$ cat config.mk
export PLATFORM = sky130hd
export DESIGN_NAME = mul_slave
export DESIGN_NICKNAME = d
export VERILOG_FILES = /design/src/rtl/mul_slave_defs.sv /design/src/rtl/mul_core.sv /design/src/rtl/mul_slave.sv
export SDC_FILE = /design/constraint.sdc
export NUM_CORES = 1
export LEC_CHECK = 0
export CAP_MARGIN = 10
export CORE_ASPECT_RATIO = 0.5
export CORE_MARGIN = 2
export CORE_UTILIZATION = 35
export DETAILED_ROUTE_END_ITERATION = 8
export MAX_ROUTING_LAYER = met4
export PLACE_DENSITY_LB_ADDON = 0.15
export SLEW_MARGIN = 25
export SYNTH_ARGS = -nofsm -noshare
export SYNTH_HDL_FRONTEND = slang
export SYNTH_HIERARCHICAL = 1
export SYNTH_SLANG_ARGS = --single-unit
$ cat constraint.sdc
create_clock -name clk -period 3.7 [get_ports clk]
set_input_delay 0.74 -clock clk [delete_from_list [all_inputs] [get_ports clk]]
set_output_delay 0.74 -clock clk [all_outputs]
set_load 0.02 [all_outputs]
$ cat src/rtl/mul_slave_defs.sv
// Shared register offsets, control/status bit positions and FSM encoding
// for the shift-add multiplier slave.
package mul_slave_defs;

    localparam logic [4:0] OFS_OPA    = 5'h00;
    localparam logic [4:0] OFS_OPB    = 5'h01;
    localparam logic [4:0] OFS_CTRL   = 5'h02;
    localparam logic [4:0] OFS_STATUS = 5'h03;
    localparam logic [4:0] OFS_RES_L  = 5'h04;
    localparam logic [4:0] OFS_RES_H  = 5'h05;
    localparam logic [4:0] OFS_INT_EN = 5'h06;

    localparam int CTRL_START_BIT  = 0;
    localparam int CTRL_CLEAR_BIT  = 1;
    localparam int STAT_BUSY_BIT   = 0;
    localparam int STAT_DONE_BIT   = 1;

    typedef enum logic [1:0] {
        ST_IDLE = 2'd0,
        ST_EXEC = 2'd1,
        ST_DONE = 2'd2
    } mul_state_t;

endpackage

$ cat src/rtl/mul_core.sv
// Radix-2 shift-add unsigned multiplier: one partial product per cycle,
// exactly DATA_W cycles per operation, result held until the next run.
module mul_core
    import mul_slave_defs::*;
#(
    parameter int DATA_W = 32
) (
    input  logic                  clk,
    input  logic                  reset_n,
    input  logic                  start,
    input  logic                  clear,
    input  logic [DATA_W-1:0]     a,
    input  logic [DATA_W-1:0]     b,
    output logic                  busy,
    output logic                  done,
    output logic [2*DATA_W-1:0]   product
);

    localparam int CNT_W = (DATA_W > 1) ? $clog2(DATA_W) : 1;
    localparam logic [CNT_W-1:0] CNT_LAST = CNT_W'(DATA_W - 1);

    mul_state_t            r_state;
    logic [2*DATA_W-1:0]   r_mcand;
    logic [DATA_W-1:0]     r_mplier;
    logic [2*DATA_W-1:0]   r_acc;
    logic [CNT_W-1:0]      r_cnt;
    logic                  r_busy;
    logic                  r_done;
    logic [2*DATA_W-1:0]   r_product;
    logic [2*DATA_W-1:0]   w_acc_next;

    // The final step's sum is loaded straight into the result so it lands
    // on the same edge that ends EXEC.
    assign w_acc_next = r_acc + (r_mplier[0] ? r_mcand : '0);

    always_ff @(posedge clk) begin
        if (!reset_n) begin
            r_state   <= ST_IDLE;
            r_mcand   <= '0;
            r_mplier  <= '0;
            r_acc     <= '0;
            r_cnt     <= '0;
            r_busy    <= 1'b0;
            r_done    <= 1'b0;
            r_product <= '0;
        end else if (clear) begin
            r_state   <= ST_IDLE;
            r_acc     <= '0;
            r_product <= '0;
            r_busy    <= 1'b0;
            r_done    <= 1'b0;
        end else begin
            case (r_state)
                ST_IDLE, ST_DONE: begin
                    if (start) begin
                        r_mcand  <= {{DATA_W{1'b0}}, a};
                        r_mplier <= b;
                        r_acc    <= '0;
                        r_cnt    <= '0;
                        r_done   <= 1'b0;
                        r_busy   <= 1'b1;
                        r_state  <= ST_EXEC;
                    end
                end
                ST_EXEC: begin
                    r_acc    <= w_acc_next;
                    r_mcand  <= r_mcand << 1;
                    r_mplier <= r_mplier >> 1;
                    if (r_cnt == CNT_LAST) begin
                        r_product <= w_acc_next;
                        r_done    <= 1'b1;
                        r_busy    <= 1'b0;
                        r_state   <= ST_DONE;
                    end else begin
                        r_cnt <= r_cnt + 1'b1;
                    end
                end
                default: r_state <= ST_IDLE;
            endcase
        end
    end

    assign busy    = r_busy;
    assign done    = r_done;
    assign product = r_product;

endmodule

$ cat src/rtl/mul_slave.sv
// Bus-mapped multiplier slave: operand/enable registers, CTRL decode and
// the combinational read mux in front of mul_core.
module mul_slave
    import mul_slave_defs::*;
#(
    parameter int DATA_W = 32,
    parameter int ADDR_W = 8
) (
    input  logic              clk,
    input  logic              reset_n,
    input  logic              S_sel,
    input  logic              S_wr,
    input  logic [ADDR_W-1:0] S_addr,
    input  logic [DATA_W-1:0] S_din,
    output logic [DATA_W-1:0] S_dout,
    output logic              m_interrupt
);

    logic [DATA_W-1:0]   r_opa;
    logic [DATA_W-1:0]   r_opb;
    logic                r_int_en;
    logic [4:0]          w_ofs;
    logic                w_wr_en;
    logic                w_start;
    logic                w_clear;
    logic                w_busy;
    logic                w_done;
    logic [2*DATA_W-1:0] w_product;
    logic [DATA_W-1:0]   w_rdata;
    logic                w_unused_addr;

    assign w_ofs         = S_addr[4:0];
    assign w_unused_addr = &{1'b0, S_addr[ADDR_W-1:5]};
    assign w_wr_en       = S_sel & S_wr;
    assign w_start       = w_wr_en && (w_ofs == OFS_CTRL) && S_din[CTRL_START_BIT];
    assign w_clear       = w_wr_en && (w_ofs == OFS_CTRL) && S_din[CTRL_CLEAR_BIT];

    always_ff @(posedge clk) begin
        if (!reset_n) begin
            r_opa    <= '0;
            r_opb    <= '0;
            r_int_en <= 1'b0;
        end else if (w_wr_en) begin
            case (w_ofs)
                OFS_OPA:    r_opa    <= S_din;
                OFS_OPB:    r_opb    <= S_din;
                OFS_INT_EN: r_int_en <= S_din[0];
                default:    ;
            endcase
        end
    end

    mul_core #(
        .DATA_W (DATA_W)
    ) u_core (
        .clk     (clk),
        .reset_n (reset_n),
        .start   (w_start),
        .clear   (w_clear),
        .a       (r_opa),
        .b       (r_opb),
        .busy    (w_busy),
        .done    (w_done),
        .product (w_product)
    );

    always_comb begin
        w_rdata = '0;
        case (w_ofs)
            OFS_OPA:    w_rdata = r_opa;
            OFS_OPB:    w_rdata = r_opb;
            OFS_STATUS: begin
                w_rdata[STAT_BUSY_BIT] = w_busy;
                w_rdata[STAT_DONE_BIT] = w_done;
            end
            OFS_RES_L:  w_rdata = w_product[DATA_W-1:0];
            OFS_RES_H:  w_rdata = w_product[2*DATA_W-1:DATA_W];
            OFS_INT_EN: w_rdata[0] = r_int_en;
            default:    w_rdata = '0;
        endcase
    end

    assign S_dout      = (S_sel && !S_wr) ? w_rdata : '0;
    assign m_interrupt = w_done & r_int_en;

endmodule

Yosys cells after proc, flatten, opt, wreduce, memory -nomap -nowiden
Index checks and enable logic that the tools add are counted.
Word-level totals
  bits in registers: 298
  output and inout bits: 33
Operators by class
  add/sub/neg operators: 2
  equal/unequal tests: 12
  multiplexer cells: 23
  bitwise logic cells: 4
  reduce and logical (&&, ||, !) cells: 19
Operators by type and width (number)
  $pmux 64 s2: 2
  $mux 64: 3
  $pmux 30 s4: 1
  $add 64x64->64: 1
  $mux 32: 2
  $pmux 32 s2: 1
  $eq 5x3->1 const B: 3
  $reduce_and 2->1: 6
  $eq 5x2->1 const B: 2
  $mux 5: 2
  $pmux 5 s2: 1
  $pmux 1 s6: 1
  $reduce_and 3->1: 2
  $add 5x1->5 const B: 1
  $eq 5x1->1 const B: 1
  $eq 5x5->1 const B: 1
  $logic_not 5->1: 1
  $pmux 1 s5: 1
  $logic_and 1x1->1: 4
  $mux 1: 4
  $mux 2: 2
  $ne 2x1->1 const B: 2
  $pmux 1 s2: 2
  $pmux 2 s2: 1
  10 further kinds: 13

Longest topological paths before layout
Gate-level depths: netlist (run 1).
  word-level depth: 5
  gate-level depth with buffers: 16

Cells and area by module
The synthesis (run 1) kept the hierarchy.
By module, submodules not included
  mul_core: times used 1, cells each 1574, area each 12660.9 µm²
  mul_slave: times used 1, cells each 421, area each 3747.3 µm²

Worst setup path after synthesis (run 1)
No wires, ideal clock.
  kind: reg2reg
  start: register u_core.r_mplier[0]
  end: register u_core.r_product[54], in the netlist u_core/product[54]
  data arrival time: 3359 ps
  setup slack: 267 ps
  cell stages (with the launch flop): 16
  path buffers: 3
  period minus slack after synthesis: 3433 ps
  cells stage by stage: dfxtp_1 > clkbuf_1 > clkbuf_1 > and2_1 > ha_1 > buf_2 > nand2_1 > or4_1 > a2111o_1 > a21oi_2 > nor3_2 > o2bb2ai_4 > a211oi_4 > o21ai_2 > or3_1 > a31oi_1
On the way
  longest elaborated chain between the ends: 2
Ends and longest elaborated chain
  from (decl): line mul_core.sv:24  | logic [DATA_W-1:0] r_mplier;
  from (signal assigned): line mul_core.sv:68  | r_mplier <= r_mplier >> 1;
  $mux 64: line mul_core.sv:34  | assign w_acc_next = r_acc + (r_mplier[0] ? r_mcand : '0);
  $add 64x64->64: line mul_core.sv:34
  to (signal assigned): line mul_core.sv:70  | r_product <= w_acc_next;
  to (decl): line mul_core.sv:29  | logic [2*DATA_W-1:0] r_product;
No other way between the ends.
A chain may end at the register's enable or synchronous reset.

Worst setup path after layout (run 1)
  start: input port S_addr[1]
  end: output port S_dout[6]
On the way
  longest elaborated chain between the ends: 3
Ends and longest elaborated chain
  from (decl): line mul_slave.sv:13  | input logic [ADDR_W-1:0] S_addr,
  $eq 5x3->1 (tied with other cells): line mul_slave.sv:69  | case (w_ofs)
  $pmux 30 s4 (*): line mul_slave.sv:69
  $mux 32 (*): line mul_slave.sv:83  | assign S_dout = (S_sel && !S_wr) ? w_rdata : '0;
  to (decl): line mul_slave.sv:15  | output logic [DATA_W-1:0] S_dout,
Every way passes the cells marked *; elsewhere a longest branch is shown, timed or not.

==> results.yml, run 1 <==
outcome:
  status: "completed"
logic_synthesis:
  syn_area_um2: 16400
  syn-num-nets: 2105
  async_flop_share_pct: 0
  ys_seq_area_share_pct: 36.4
  synth_top_area_share_pct: 36.4
  ys.warnings.count: 6
  synth_area_leader_cell: "dfxtp_1"
  syn_area_per_cell_um2: 8.22
  synth_cell_types: 80
  synthCells: 1995
  synth_edf_count: 0
  synthTopCellsByArea: "dfxtp_1 36%, nand2_1 9.2%, ha_1 5.0%"
  synthFlopType: "dfxtp_1"
  ys_ff_latch: 298
place:
  dp_hpwl_mm: 37.4
  globalplace.congestion: 0.894
  portBuffers: 73
  dpl_cell_area_um2: 18700
  pre_cts_ws_ps: -52.7
setup_path:
  critical_path.slowest_cell: "clkdlybuf4s50_1"
  startpoint_type: "primary input"
  crit_path_max_incr_delay_ps: 620
  path_buf_inv: 4
  worstPathCellList: "clkdlybuf4s50_1 -> nor4_4 -> buf_12 -> buf_4 -> a32oi_1 -> a21oi_1 -> clkdlybuf4s50_1"
  worstSetupEndpointType: "primary output"
  cp.arrival_ps: 2900
  cp_top_family: "buffers and inverters"
  crit_top_cell: "clkdlybuf4s50_1"
  crit_type: "primary input to primary output"
  crit_path_max_fanout: 21
  r2r_setup_slack_ps: 170
  crit_required_ps: 2960
die:
  core_area_um2: 46600
  die_y_um: 157
  start_util_pct: 35.2
  die-width_um: 310
  die_area_um2: 48700
  num_rows: 56
  ioPinCount: 77
cells_and_area:
  nNetsFinal: 2216
  fin_area_um2: 20000
  area_growth_pct: 21.8
  antenna_cells: 0
  drive_above_1_share_pct: 12.5
route:
  routedWlPerCell_um: 18.9
  drt_first_pass_iters: 5
  drcViolationCount: 0
  via_per_inst: 5.31
  ant_nets: 0
  routed-via-count: 14704
  wl_mm: 52.4
  drt_iter0_markers: 1235
clock_network:
  root_buffer: "clkbuf_16"
  cts_sinks: 298
  insertion_delay_ps: 580
  cts.htree.levels: 1
  cts_tree: "built"
  cts_buffers: 31
  clk_pin_slew_worst_paths_ps: 60
  postCtsHoldBufs: 0
  clockBufferDepth: 3
sta:
  setup_viol: 0
  slew_headroom_pct: 29.8
  whs_ps: 450
  slew_viol_final: 0
  min_period_ps: 3640
  worst_pin_slew_ps: 1050
  finClkSkew_ps: 16.5
  rsz0062_at_grt: "no"
  period_share_pct: 98.3
  max_freq_mhz: 275
  finalHoldViolations: 0
  worst_slack_ps: 63.9
power:
  totalPowerFinal_mw: 6.86
  total_leakage_power_nw: 8.78
  ir_drop_v: 0.000356
  power_per_cell_area_nw_per_um2: 343
worst_hold_path:
  hp-class: "flip-flop to flip-flop"
global_route:
  grt_pass1_vias: 13666
  antenna_found_initial: 0
  gr-total-overflow: 0
  grt_max_degree: 159
  grt_pass1_wl_mm: 80.5
  grt_usage_pct: 21.6
job:
  cap_viol_max_count: 0
## kinds of logic after synthesis
logic type | count (synthesis) | share of synthesized area, %
and+or+nand+nor | 772 | 21.5
DFF | 298 | 36.4
adders and majority gates | 66 | 5.08
AOI/OAI and AO/OA | 519 | 22.6
xor gates and xnor gates | 62 | 3.31
muxes | 98 | 6.21
buffers and inverters | 180 | 4.96
## registers in the layout (all words and copies together), names as in the netlist
name	cells
r_int_en	1
r_opa	32
r_opb	32
u_core/busy	1
u_core/done	1
u_core/product	64
u_core/r_acc	64
u_core/r_cnt	5
u_core/r_mcand	64
u_core/r_mplier	32
u_core/r_state	2
## layout by cell type, fill, tap and decap left out, types with 5 or more instances in the layout
| cell type | instances |
|---|---|
| clkdlybuf4s50_1 | 41 |
| nand4_1 | 19 |
| nor2_1 | 69 |
| nand2b_1 | 8 |
| mux2i_1 | 67 |
| and2_1 | 67 |
| a32oi_1 | 32 |
| and3_1 | 14 |
| buf_4 | 144 |
| bufinv_16 | 5 |
| a21boi_0 | 5 |
| o21ai_1 | 30 |
| inv_1 | 23 |
| a31oi_1 | 10 |
| nor3_1 | 20 |
| buf_12 | 19 |
| o21ai_0 | 34 |
| o211a_1 | 63 |
| a21o_1 | 23 |
| nand3_1 | 115 |
| a21oi_1 | 151 |
| xnor2_1 | 35 |
| o21a_1 | 16 |
| o21bai_1 | 12 |
| nand2_1 | 403 |
| a22o_1 | 65 |
| a211oi_1 | 9 |
| mux2_1 | 28 |
| nor2b_1 | 12 |
| clkinv_2 | 8 |
| clkbuf_8 | 5 |
| a22oi_1 | 20 |
| a21boi_1 | 5 |
| dfxtp_1 | 297 |
| dlymetal6s2s_1 | 28 |
| xor2_1 | 26 |
| clkbuf_16 | 31 |
| ha_1 | 61 |
## synthesized netlist by cell type, drive strengths merged (24+ instances only)
cell type and count:
nand2 405, dfxtp 298, a21oi 154, nand3 115, clkbuf 107, nor2 73, and2 70, mux2i 67
o21ai 67, a22o 65, ha 65, o211a 63, buf 50, xnor2 36, a32oi 32, mux2 31
xor2 26, nor3 24
## power by group
part	internal (mW)	switching [mW]	total (mW)
Clock	1.98	1.40	3.39
Combinational	0.0934	0.156	0.249
Sequential	3.22	0.00689	3.22
## per-stage QoR
step | setup TNS, ps | std cells | utilization (%)
after floorplan | 0 | 1995 | -
after global placement | -144 | 2710 | 40.1
after detailed placement | -129 | 2710 | 40.1
after CTS | 0 | 2767 | 42.5
after global routing | 0 | 2768 | 42.9
final | 0 | 2768 | 42.9
## final timing paths
kind	startpoint	end	depth (start not counted)
hold reg to reg	u_core/r_acc[60]	u_core/r_acc[60]	2
setup reg to reg	u_core/r_mplier[0]	u_core/r_acc[58]	15
hold / removal	u_core/r_acc[60]	u_core/r_acc[60]	2
setup / recovery	S_addr[1]	S_dout[6]	7
## repair_timing
item                       4_1_cts  5_1_grt
setup buffers                    0        1
gates resized for setup          4       47
gates cloned                     0        0
setup endpoints to repair        7       44
pin swaps                        0        3
## cell type report
| type | count | area, um^2 |
|---|---|---|
| clock inverters | 17 | 221 |
| fillers | 4696 | 26600 |
| well taps | 638 | 798 |
| multi-input cells | 1517 | 9810 |
| inverters | 23 | 86.3 |
| repair buffers | 235 | 2240 |
| clock buffers | 40 | 860 |
| flip-flops and latches | 298 | 5970 |
## worst reg2reg max path, cell delays in order, from the launching register on
cell,delay [ps]
dfxtp_2,350
buf_12,150
and2_1,200
ha_4,290
buf_4,110
nand2_1,40
or4_1,540
a2111o_1,320
a21oi_2,160
nor3_4,100
o2bb2ai_4,190
a211oi_4,320
buf_4,170
a31oi_1,100
xor2_1,280
o21ai_1,90
## layer usage
layer / part of all wire (%) / track usage (%)
met5: 0 / -
met4: 1.1 / 2.69
met3: 5.4 / 2.98
met2: 39 / 28.8
met1: 54 / 34.4
Power figures use the tool's default switching activity.
==> run 2, diff against run 1 <==
==> constraint.sdc (replaced) <==
create_clock -name clk -period 3.55 [get_ports clk]
set_input_delay 0.71 -clock clk [delete_from_list [all_inputs] [get_ports clk]]
set_output_delay 0.71 -clock clk [all_outputs]
set_load 0.02 [all_outputs]
==> run 2 against run 1 <==
Worst hold slack improved by 3.6 ps. Cell count rose by 1.6%. Count of clock-buffer cells in the layout increased by 1. Flip-flop and latch count did not move. Non-clock buffer count is 43 higher. Via count grew 1.5%. Register-to-register slack got worse by 50 ps. Utilization increased by 1.0 points. Combinational power up 6%. Worst setup slack gained 9.1 ps. Sequential share of layout area decreased by 0.68 points. Critical path type unchanged. Largest cell class unchanged.
==> results.yml, run 2 (synthesized netlist as in run 1, its figures left out) <==
route:
  routed-via-count: 14926
  wl_mm: 53.0
  drt_first_pass_iters: 6
  routedWlPerCell_um: 18.8
  drcViolationCount: 0
  drt_iter0_markers: 1240
  ant_nets: 0
  via_per_inst: 5.31
clock_network:
  cts_sinks: 298
  postCtsHoldBufs: 0
  clockBufferDepth: 3
  cts.htree.levels: 2
  insertion_delay_ps: 530
  root_buffer: "clkbuf_16"
  cts_buffers: 34
  clk_pin_slew_worst_paths_ps: 60
  cts_tree: "built"
sta:
  max_freq_mhz: 288
  rsz0062_at_grt: "no"
  period_share_pct: 97.9
  finalHoldViolations: 0
  worst_pin_slew_ps: 834
  whs_ps: 453
  min_period_ps: 3480
  fin_setup_tns_ps: 0
  slew_headroom_pct: 44.2
  finClkSkew_ps: 26.4
  slew_viol_final: 0
  setup_viol: 0
global_route:
  antenna_found_initial: 0
  grt_pass1_wl_mm: 82.1
  grt_max_degree: 160
  grt_usage_pct: 22.1
  grt_pass1_vias: 14145
  gr-total-overflow: 0
die:
  core_area_um2: 46600
  die_area_um2: 48700
  ioPinCount: 77
  die-width_um: 310
  die_y_um: 157
  start_util_pct: 35.2
  num_rows: 56
setup_path:
  worstReg2RegStart: "u_core/r_mplier[0]"
  startpoint_type: "primary input"
  crit_required_ps: 2840
  crit_type: "primary input to primary output"
  critical_path.slowest_cell: "clkdlybuf4s50_1"
  worstSetupEndpointType: "primary output"
  crit_path_max_incr_delay_ps: 630
  crit_path_max_fanout: 31
  crit_end: "S_dout[1]"
  r2r_setup_slack_ps: 120
  r2r_end: "u_core/product[54]"
  critPathLaunch: "S_addr[1]"
  crit_top_cell: "clkdlybuf4s50_1"
  cp.arrival_ps: 2770
  worst-r2r-cell-count: 13
  worstPathCellList: "clkdlybuf4s50_1 -> buf_4 -> nor2b_2 -> buf_12 -> a32oi_1 -> a31oi_1 -> clkdlybuf4s50_1"
power:
  ir_drop_v: 0.000232
  totalPowerFinal_mw: 7.20
  sw_frac_of_total_pct: 22.6
  power.switching_mw: 1.63
  pwr-share-clk_pct: 49.7
  power_per_cell_area_nw_per_um2: 352
  total_leakage_power_nw: 8.81
  seqPwrFrac_pct: 46.7
  p_comb_share_pct: 3.7
  intPower_mw: 5.58
worst_hold_path:
  holdPathStages: 2
  hp-start: "u_core/r_acc[61]"
  hp-class: "flip-flop to flip-flop"
cells_and_area:
  layout_commonest_cell: "nand2_1"
  fin_area_um2: 20500
  layout_common_cells: "403 x nand2_1, 297 x dfxtp_1, 181 x buf_4, 136 x a21oi_1, 115 x nand3_1"
  area_growth_pct: 24.7
  fill_cells: 4704
  drive_above_1_share_pct: 15.6
  nNetsFinal: 2262
  antenna_cells: 0
place:
  globalplace.congestion: 0.910
  dpl_cell_area_um2: 19000
  portBuffers: 73
  dp_hpwl_mm: 37.9
outcome:
  status: "completed"
job:
  cap_viol_max_count: 0
==> run 2: changes by cell type in the layout (fill, tap and decap cells not counted), sizes merged <==
cell and change:
clkinvlp -3, buf +43, inv +1, dlygate4sd2 +19, bufinv -1, clkinv +3
dlymetal6s2s -19, clkbuf +1
==> run 2: critical path: cells and delay by family <==
kind,cells,cell delay (ps)
AOI/OAI and AO/OA,2,320
buffers and inverters,4,1580
and+or+nand+nor,1,160
==> run 2: worst min-delay path by stage <==
stage                         endpoint  slack, ps
global route        u_core/product[11]        470
floorplan           u_core/product[59]        430
global placement      u_core/r_acc[60]        440
CTS                 u_core/product[11]        460
detailed placement  u_core/product[11]        450
finish                u_core/r_acc[61]        450
==> run 2: timing repair <==
item                                    4_1_cts  5_1_grt
endpoints found under the setup margin       73       56
endpoints found under the hold margin         0        0
pin swaps                                     2       13
resized for setup                            38       51
setup buffers                                 3        2
==> run 2: layer usage <==
layer	vias up	share of wire, %	global-route usage (%)
li1	7409	-	-
met1	7187	54	33.5
met2	265	40	31.0
met3	65	4.4	2.72
met4	0	1.6	4.23
met5	-	0	-
==> run 2: metrics by stage <==
stage               setup WS (ps)  util (%)  instances
floorplan                     117         -       1995
global placement             -318      40.8       2749
detailed placement           -352      40.8       2749
CTS                          2.83      43.4       2810
global route                 1.44      43.9       2812
finish                       73.0      43.9       2812
==> run 2: power groups by stage <==
stage / clock, mW / combinational (mW) / sequential (mW)
2_1_floorplan: 0 / 0.133 / 3.43
3_3_place_gp: 0 / 0.263 / 3.44
3_5_place_dp: 0 / 0.261 / 3.44
4_1_cts: 3.68 / 0.265 / 3.36
5_1_grt: 3.81 / 0.283 / 3.36
6_report: 3.58 / 0.264 / 3.36
==> run 2: final cells by class <==
class	count	area, um^2	area share, %
multi-input combinational	1517	9950	48.6
clock buffer	41	907	4.43
sequential	298	5970	29.2
clock inverter	17	206	1.01
tap	638	798	3.90
inverter	23	86.3	0.422
timing repair buffer	278	2540	12.4
